$ cat src/rtl/reg_bank_ops_if.sv
// reg_bank_ops_if
//   Op-request and read-port bundle for reg_bank_ops.
//   master : the datapath controller that issues ops and reads registers.
//   slave  : the register bank itself.
//
//   op_valid, op, dst_sel, src_sel, wdata, clr_flags : op request
//   rd_sel_a / rd_data_a, rd_sel_b / rd_data_b        : combinational read ports
//   op_done, ovf, err                                 : status back to the master
`timescale 1ns/1ps
interface reg_bank_ops_if #(
    parameter int WIDTH    = 8,
    parameter int NUM_REGS = 4
);
    localparam int SELW = $clog2(NUM_REGS);

    logic             op_valid;
    logic [2:0]       op;
    logic [SELW-1:0]  dst_sel;
    logic [SELW-1:0]  src_sel;
    logic [WIDTH-1:0] wdata;
    logic             clr_flags;
    logic [SELW-1:0]  rd_sel_a;
    logic [WIDTH-1:0] rd_data_a;
    logic [SELW-1:0]  rd_sel_b;
    logic [WIDTH-1:0] rd_data_b;
    logic             op_done;
    logic             ovf;
    logic             err;

    modport master (
        output op_valid, op, dst_sel, src_sel, wdata, clr_flags,
        output rd_sel_a, rd_sel_b,
        input  rd_data_a, rd_data_b, op_done, ovf, err
    );

    modport slave (
        input  op_valid, op, dst_sel, src_sel, wdata, clr_flags,
        input  rd_sel_a, rd_sel_b,
        output rd_data_a, rd_data_b, op_done, ovf, err
    );
endinterface

$ cat src/rtl/reg_bank_ops.sv
// reg_bank_ops
//   Bank of NUM_REGS general registers of WIDTH bits with single-cycle ops
//   (NOP, LOAD, CLR, INC, DEC, MOVE, SWAP, CLRALL) and two combinational
//   read ports. All state changes on the falling edge of clk.
//
//   Ports:
//     clk    : system clock, state updates on negedge
//     rst_n  : asynchronous active-low reset, clears registers and status
//     bus    : reg_bank_ops_if.slave (op request, read ports, op_done/ovf/err)
//
//   Build option:
//     INC_SAT_EN : when defined, INC at all-ones and DEC at zero saturate
//                  instead of wrapping; ovf is set either way.
`timescale 1ns/1ps
module reg_bank_ops #(
    parameter int WIDTH    = 8,
    parameter int NUM_REGS = 4
) (
    input logic           clk,
    input logic           rst_n,
    reg_bank_ops_if.slave bus
);
    localparam int SELW = $clog2(NUM_REGS);
    localparam logic [WIDTH-1:0] ONE = {{(WIDTH-1){1'b0}}, 1'b1};

    typedef enum logic [2:0] {
        OP_NOP    = 3'b000,
        OP_LOAD   = 3'b001,
        OP_CLR    = 3'b010,
        OP_INC    = 3'b011,
        OP_DEC    = 3'b100,
        OP_MOVE   = 3'b101,
        OP_SWAP   = 3'b110,
        OP_CLRALL = 3'b111
    } op_e;

    logic [WIDTH-1:0] regs_q [NUM_REGS];
    logic [WIDTH-1:0] regs_d [NUM_REGS];
    logic             op_done_q;
    logic             ovf_q;
    logic             err_q;
    logic             ovf_set;
    logic             err_set;
    logic             dst_ok;
    logic             src_ok;
    logic [WIDTH-1:0] dst_val;
    logic [WIDTH-1:0] src_val;

    // When NUM_REGS is not a power of two the select fields can name
    // registers that do not exist.
    function automatic logic in_range(input logic [SELW-1:0] idx);
        return int'(idx) < NUM_REGS;
    endfunction

    assign dst_ok  = in_range(bus.dst_sel);
    assign src_ok  = in_range(bus.src_sel);
    assign dst_val = dst_ok ? regs_q[bus.dst_sel] : '0;
    assign src_val = src_ok ? regs_q[bus.src_sel] : '0;

    always_comb begin
        regs_d  = regs_q;
        ovf_set = 1'b0;
        err_set = 1'b0;
        if (bus.op_valid) begin
            case (op_e'(bus.op))
                OP_NOP: begin
                end
                OP_LOAD: begin
                    if (dst_ok) regs_d[bus.dst_sel] = bus.wdata;
                    else        err_set = 1'b1;
                end
                OP_CLR: begin
                    if (dst_ok) regs_d[bus.dst_sel] = '0;
                    else        err_set = 1'b1;
                end
                OP_INC: begin
                    if (!dst_ok) begin
                        err_set = 1'b1;
                    end else if (&dst_val) begin
                        ovf_set = 1'b1;
`ifdef INC_SAT_EN
                        regs_d[bus.dst_sel] = dst_val;
`else
                        regs_d[bus.dst_sel] = '0;
`endif
                    end else begin
                        regs_d[bus.dst_sel] = dst_val + ONE;
                    end
                end
                OP_DEC: begin
                    if (!dst_ok) begin
                        err_set = 1'b1;
                    end else if (dst_val == '0) begin
                        ovf_set = 1'b1;
`ifdef INC_SAT_EN
                        regs_d[bus.dst_sel] = '0;
`else
                        regs_d[bus.dst_sel] = '1;
`endif
                    end else begin
                        regs_d[bus.dst_sel] = dst_val - ONE;
                    end
                end
                OP_MOVE: begin
                    if (dst_ok && src_ok) regs_d[bus.dst_sel] = src_val;
                    else                  err_set = 1'b1;
                end
                OP_SWAP: begin
                    // Both writes use the pre-edge values; dst==src writes
                    // the same value back, so it is naturally a no-op.
                    if (dst_ok && src_ok) begin
                        regs_d[bus.dst_sel] = src_val;
                        regs_d[bus.src_sel] = dst_val;
                    end else begin
                        err_set = 1'b1;
                    end
                end
                OP_CLRALL: begin
                    for (int i = 0; i < NUM_REGS; i++) regs_d[i] = '0;
                end
                default: begin
                end
            endcase
        end
    end

    always_ff @(negedge clk or negedge rst_n) begin
        if (!rst_n) begin
            for (int i = 0; i < NUM_REGS; i++) regs_q[i] <= '0;
            op_done_q <= 1'b0;
            ovf_q     <= 1'b0;
            err_q     <= 1'b0;
        end else begin
            regs_q    <= regs_d;
            op_done_q <= bus.op_valid;
            // A flag raised this cycle survives a simultaneous clear.
            ovf_q     <= (ovf_q & ~bus.clr_flags) | ovf_set;
            err_q     <= (err_q & ~bus.clr_flags) | err_set;
        end
    end

    assign bus.rd_data_a = in_range(bus.rd_sel_a) ? regs_q[bus.rd_sel_a] : '0;
    assign bus.rd_data_b = in_range(bus.rd_sel_b) ? regs_q[bus.rd_sel_b] : '0;
    assign bus.op_done   = op_done_q;
    assign bus.ovf       = ovf_q;
    assign bus.err       = err_q;

endmodule
$ cat src/flat_wrapper.sv
// flat-port wrapper written by rule: the top's interface ports become plain ports
module reg_bank_ops_flat 
#(
    parameter int WIDTH    = 8,
    parameter int NUM_REGS = 4
)
  (clk, rst_n, bus_op_valid, bus_op, bus_dst_sel, bus_src_sel, bus_wdata, bus_clr_flags, bus_rd_sel_a, bus_rd_sel_b, bus_rd_data_a, bus_rd_data_b, bus_op_done, bus_ovf, bus_err);
  reg_bank_ops_if #(.WIDTH(WIDTH), .NUM_REGS(NUM_REGS)) bus_i ();
  input logic clk;
  input logic rst_n;
  input wire logic [$bits(bus_i.op_valid)-1:0] bus_op_valid;
  input wire logic [$bits(bus_i.op)-1:0] bus_op;
  input wire logic [$bits(bus_i.dst_sel)-1:0] bus_dst_sel;
  input wire logic [$bits(bus_i.src_sel)-1:0] bus_src_sel;
  input wire logic [$bits(bus_i.wdata)-1:0] bus_wdata;
  input wire logic [$bits(bus_i.clr_flags)-1:0] bus_clr_flags;
  input wire logic [$bits(bus_i.rd_sel_a)-1:0] bus_rd_sel_a;
  input wire logic [$bits(bus_i.rd_sel_b)-1:0] bus_rd_sel_b;
  output wire logic [$bits(bus_i.rd_data_a)-1:0] bus_rd_data_a;
  output wire logic [$bits(bus_i.rd_data_b)-1:0] bus_rd_data_b;
  output wire logic [$bits(bus_i.op_done)-1:0] bus_op_done;
  output wire logic [$bits(bus_i.ovf)-1:0] bus_ovf;
  output wire logic [$bits(bus_i.err)-1:0] bus_err;
  assign bus_i.op_valid = bus_op_valid;
  assign bus_i.op = bus_op;
  assign bus_i.dst_sel = bus_dst_sel;
  assign bus_i.src_sel = bus_src_sel;
  assign bus_i.wdata = bus_wdata;
  assign bus_i.clr_flags = bus_clr_flags;
  assign bus_i.rd_sel_a = bus_rd_sel_a;
  assign bus_i.rd_sel_b = bus_rd_sel_b;
  assign bus_rd_data_a = bus_i.rd_data_a;
  assign bus_rd_data_b = bus_i.rd_data_b;
  assign bus_op_done = bus_i.op_done;
  assign bus_ovf = bus_i.ovf;
  assign bus_err = bus_i.err;
  reg_bank_ops #(.WIDTH(WIDTH), .NUM_REGS(NUM_REGS)) u_core (.clk(clk), .rst_n(rst_n), .bus(bus_i));
endmodule
$ cat config.mk
export PLATFORM = sky130hd
export DESIGN_NAME = reg_bank_ops_flat
export DESIGN_NICKNAME = d
export VERILOG_FILES = /design/src/rtl/reg_bank_ops_if.sv /design/src/rtl/reg_bank_ops.sv /design/src/flat_wrapper.sv
export SDC_FILE = /design/constraint.sdc
export NUM_CORES = 1
export LEC_CHECK = 0
export ABC_AREA = 1
export BUFFER_PORTS_ARGS = -buffer_cell sky130_fd_sc_hd__buf_2
export CORE_ASPECT_RATIO = 0.5
export CORE_MARGIN = 5
export CORE_UTILIZATION = 56
export CTS_CLUSTER_DIAMETER = 50
export DETAILED_ROUTE_END_ITERATION = 10
export PLACE_DENSITY = 0.85
export SLEW_MARGIN = 40
export SYNTH_ARGS = -nofsm -noshare
export SYNTH_HDL_FRONTEND = slang
export SYNTH_SLANG_ARGS = --single-unit
$ cat constraint.sdc
create_clock -name clk -period 2.1 [get_ports clk]
set_clock_uncertainty 0.15 [all_clocks]
set_input_delay 0.42 -clock clk [delete_from_list [all_inputs] [get_ports clk]]
set_output_delay 0.42 -clock clk [all_outputs]
set_load 0.01 [all_outputs]
==> summary.md, run 1 <==
| Metric | Value |
|---|---|
| Status | aborted with a tool error |
| Stopped at | global routing (5_1_grt) |
| Log Error | [ERROR GRT-0232] Routing congestion too high. Check the congestion heatmap in the GUI. |
| CTS buffer count | 5 |
| YS warnings | 0 |
| Commonest cells post-synth | nand2_1, inv_1, a21oi_1 |
| Post-synth top flop | dfrtn_1 |
| Largest net degree at the start of global routing | 27 |
| Largest cells by area after synthesis | nand2_1, dfrtn_1, a21oi_1, inv_1, nand3_1 |
| Syn_nets | 984 |
| Yosys top cell by area | nand2_1 |
| CTS H-tree lvls | 2 |
| Gate Count Post-Synth | approximately 960 |
| Mapped Area | between 5000 and 6000 um2 |
| Distinct cells, synth | 38 |
| GRT Total Usage | 0.9220 |
| Top Ports | 42 |
| Grt repair worst endpoint | _1862_/D |
| Number of flops mapped to enable cells by yosys | 0 |
| Maximum clock path buffer count | 2 |
| GPL Wtd Cong | about 1.2 |
| Synthesized flop and latch total | 35 |
| Async set or reset register ratio after synthesis | 1.000 |
| Starting Density | 0.5871 |
| Die H | ~78 um |
| Register area share after synthesis | 0.1673 |
| Chip Width | approximately 150 um |
| Placed Cells | ~1300 |
| Placement Rows | 24 |
| Worst EP kind | register data pin |
| Post-CTS Hold Buffers | 0 |
| CTS sink cnt | 35 |
| Mapped Avg Cell Area | around 5.5 um2 |
| Grt ovf | 372 |
| Share of the synthesized area in the top cell type | 0.2423 |
| Count of input and output buffers | ~40 |
| Hpwl dp | 19.19 mm |
| Root buf cell | clkbuf_16 |
| Most common cell in the synthesized netlist | nand2_1 |
-- cells by family after synthesis --
kind of cell	synth area share
simple gates	0.4425
compound gates	0.2382
buf+inv	0.1384
flops	0.1673
xor+xnor	0.006453
fa+ha+maj	0.007169
-- repair_timing --
item	CTS
pin swaps	65
cloned	1
setup buffers	12
gates resized for setup	90
endpoints found under the hold margin	0
endpoints found under the setup margin	52
-- metal layers --
layer / GRT usage / overflow
met1: 0.8874 / 46
met5: 0.7000 / 6
met3: 0.8665 / 54
met4: 0.9353 / 88
met2: 1.029 / 178
-- per-stage QoR --
stage / utilization / hold slack (ps) / instance area [um2] / setup WS [ps]
global placement: 0.7831 / 280.5 / 6984 / -1496
floorplan: - / 333.4 / 5411 / -1191
CTS: 0.8490 / 303.3 / 7572 / -1016
detailed placement: 0.7831 / 299.5 / 6984 / -1606
==> run 2, diff against run 1 <==
Settings changed: CORE_ASPECT_RATIO 0.5 to not set, CORE_UTILIZATION 56 to 40, CTS_CLUSTER_DIAMETER 50 to not set, PLACE_DENSITY 0.85 to not set, PLACE_DENSITY_LB_ADDON set to 0.15.
Clock period 2.1 ns to 2.75 ns, I/O delays scaled along.
==> run 2 against run 1 <==
Against the previous run:
- synthesized area stayed put
- the flow now finishes, with violations (negative setup slack)
- synthesized cell count stayed put
==> summary.md, run 2 <==
| Metric | Value |
|---|---|
| Slew headroom | 0.3945 |
| Kind of critical path | in -> reg |
| Largest cells by area after synthesis | nand2_1, dfrtn_1, a21oi_1, inv_1, nand3_1 |
| DR WL/cell | ~19 um |
| Starting Density | 0.4116 (-0.1755) |
| Hold path depth | 2 |
| CP Data Required Time | 1400 ps |
| Leak | just over 4 nW |
| Synthesized flop and latch total | 35 (unchanged) |
| Vias in the first global route | roughly 7000 |
| GRT Total Usage | 0.3119 |
| Gate Count Post-Synth | 958 (unchanged) |
| Hold endpoint | u_core.bus.err$_DFF_NN0_ |
| Die H | 124.4 um (+59%) |
| Final Hold Fails | 0 |
| Count of input and output buffers | 41 (unchanged) |
| Pre-CTS setup slack | -1418 ps (+187.9 ps) |
| Hold_sp | u_core.bus.err$_DFF_NN0_ |
| Grt ovf | 0 |
| PD cells | between 400 and 500 nW/um2 |
| Mapped Area | 5236 um2 (unchanged) |
| Commonest cells post-synth | nand2_1, inv_1, a21oi_1 |
| First-pass GRT wire length | 38.44 mm |
| Yosys top cell by area | nand2_1 |
| Final worst setup slack | -863.3 ps |
| Top Ports | 42 (unchanged) |
| Status | finished with violations |
| Final ANT Viol Nets | 0 |
| Placed Cells | 1300 (+3.7%) |
| Final setup vio count | 52 |
| Fin cells | between 1000 and 1500 |
| TritonCTS clock tree | yes |
| Commonest non-fill, non-tap cell in the layout | nand2_1 |
| P&R area growth vs syn | 53.45% |
| Most common cell in the synthesized netlist | nand2_1 |
| Worst Path Max Fanout | 8 |
| Chip Width | 124.4 um (-15%) |
| Multi-input logic area | approximately 4200 um2 |
| Final #Nets | 1200 |
| Initial antenna violation count | 0 |
| Post-CTS Hold Buffers | 0 (unchanged) |
| Syn_nets | 984 (unchanged) |
| Largest net degree at the start of global routing | 36 |
| Worst-path clk slew | approximately 50 ps |
| Post-DR vias/cell | ~5.7 |
| DRT Pass-1 Iters | 6 |
| Post-synth top flop | dfrtn_1 |
| Mapped Avg Cell Area | 5.466 um2 (unchanged) |
| R2R setup slack | around 190 ps |
| Hpwl dp | 18.53 mm (-3.4%) |
| CTS sink cnt | 35 (unchanged) |
| CP arrival | 2270 ps |
| Reg2reg path depth | 17 |
| Register Area | roughly 900 um2 |
| Layout cell share with drive strength beyond 1 | 0.3762 |
| Final slew viol count | 0 |
| Worst Setup End Kind | flop |
| GPL Wtd Cong | 1.016 (-17%) |
| YS warnings | 0 (unchanged) |
| Least-Margin Pin Slew | ~900 ps |
| Via Count | between 7000 and 8000 |
| Maximum clock path buffer count | 2 (unchanged) |
| Worst skew pair latency | ~320 ps |
| Share of the synthesized area in the top cell type | 0.2423 (unchanged) |
| CTS buffer count | 5 (unchanged) |
| RSZ-0062 raised after global routing | yes |
| Drt initial violations | around 910 |
| ANT cells | 0 |
| # DRC | 0 |
| HP Class | reg -> reg |
| Root buf cell | clkbuf_16 |
| Max rail drop VDD | between 0.2 and 0.3 mV |
| Worst Setup Start Kind | primary input |
| CTS H-tree lvls | 2 (unchanged) |
| Die area | roughly 15000 um2 |
| Failing checks | negative setup slack |
| Register area share after synthesis | 0.1673 (unchanged) |
| Most frequent cells in the layout | nand2_1, buf_4, inv_1 |
| Async set or reset register ratio after synthesis | 1.000 (unchanged) |
| Placeable Area | 12720 um2 |
| Fillers | around 1300 |
| Maxcap violations | 0 |
| Distinct cells, synth | 38 (unchanged) |
| Number of flops mapped to enable cells by yosys | 0 (unchanged) |
| Drt total wl | approximately 25 mm |
| Placement Rows | 41 (+71%) |
==> run 2: cell counts after synthesis <==
No cell type changed its count.
==> run 2: cells by family (layout without fill, tap and decap cells) <==
logic type	after synthesis	in the layout	share of synthesized area
fa+ha+maj	3	3	0.007169
compound gates	222	222	0.2382
simple gates	523	523	0.4425
flops	35	35	0.1673
buf+inv	172	389	0.1384
xor+xnor	3	3	0.006453
==> run 2: layer usage <==
layer | vias up | track usage | part of all wire
met1 | 3539 | 0.3806 | 0.39
li1 | 3561 | - | -
met5 | - | 0 | 0
met3 | 132 | 0.07719 | 0.093
met2 | 441 | 0.4952 | 0.45
met4 | 0 | 0.1857 | 0.067
==> run 2: where the power goes <==
group / internal, mW / switching [mW] / total, mW
logic: 1.01 / 1.40 / 2.41
clock network: 0.452 / 0.257 / 0.709
registers: 0.621 / 0.0936 / 0.714
total: 2.08 / 1.75 / 3.83
==> run 2: how the worst max path moves through the flow <==
stage	startpoint	end	slack, ps	cells after the start
6_report	bus_dst_sel[0]	flop	-860	18
5_1_grt	bus_dst_sel[1]	flop	-1000	21
4_1_cts	bus_dst_sel[0]	flop	-800	18
3_5_place_dp	bus_dst_sel[0]	flop	-1420	17
3_3_place_gp	bus_dst_sel[0]	flop	-1400	17
2_1_floorplan	bus_dst_sel[0]	flop	-1000	19
==> run 2: stage by stage <==
step | area [um2] | hold slack (ps) | TNS, ps | total power, mW | utilization
floorplan | 5411 | 333.4 | -32850 | 1.866 | -
global placement | 6948 | 291.7 | -46680 | 2.713 | 0.5461
detailed placement | 6948 | 291.1 | -47390 | 2.721 | 0.5461
CTS | 7662 | 309.0 | -33710 | 3.641 | 0.6023
global route | 8035 | 343.9 | -39640 | 4.058 | 0.6316
finish | 8035 | 304.8 | -34790 | 3.833 | 0.6316
==> run 2: what timing repair did <==
| item | CTS | global route |
|---|---|---|
| buffers inserted | 28 | 15 |
| gates resized for setup | 70 | 76 |
| gates cloned | 1 | 0 |
| pin swaps | 35 | 38 |
| setup endpoints to repair | 52 | 52 |
==> run 2: final cells by class <==
cell class / count / area share
Clock buffer: 6 / 0.01728
Clock inverter: 2 / 0.004360
Inverter: 133 / 0.06649
Multi-Input combinational cell: 751 / 0.5246
Sequential cell: 35 / 0.1090
Tap cell: 172 / 0.02678
Timing Repair Buffer: 248 / 0.2515
==> run 2: worst max-delay path: stages <==
cell      delay [ps]
buf_12           130
clkinv_8          60
nand2_2           40
a21oi_2          170
nor2_4            90
inv_4             60
ha_4             140
nand2_4           70
nor2_4           170
nand2_4          130
nand2_4          130
inv_4             60
nand2_2           70
nand2_1           70
a21oi_2          140
nand3_1           80
nand2_1           60
inv_1             30
Power figures use the tool's default switching activity.
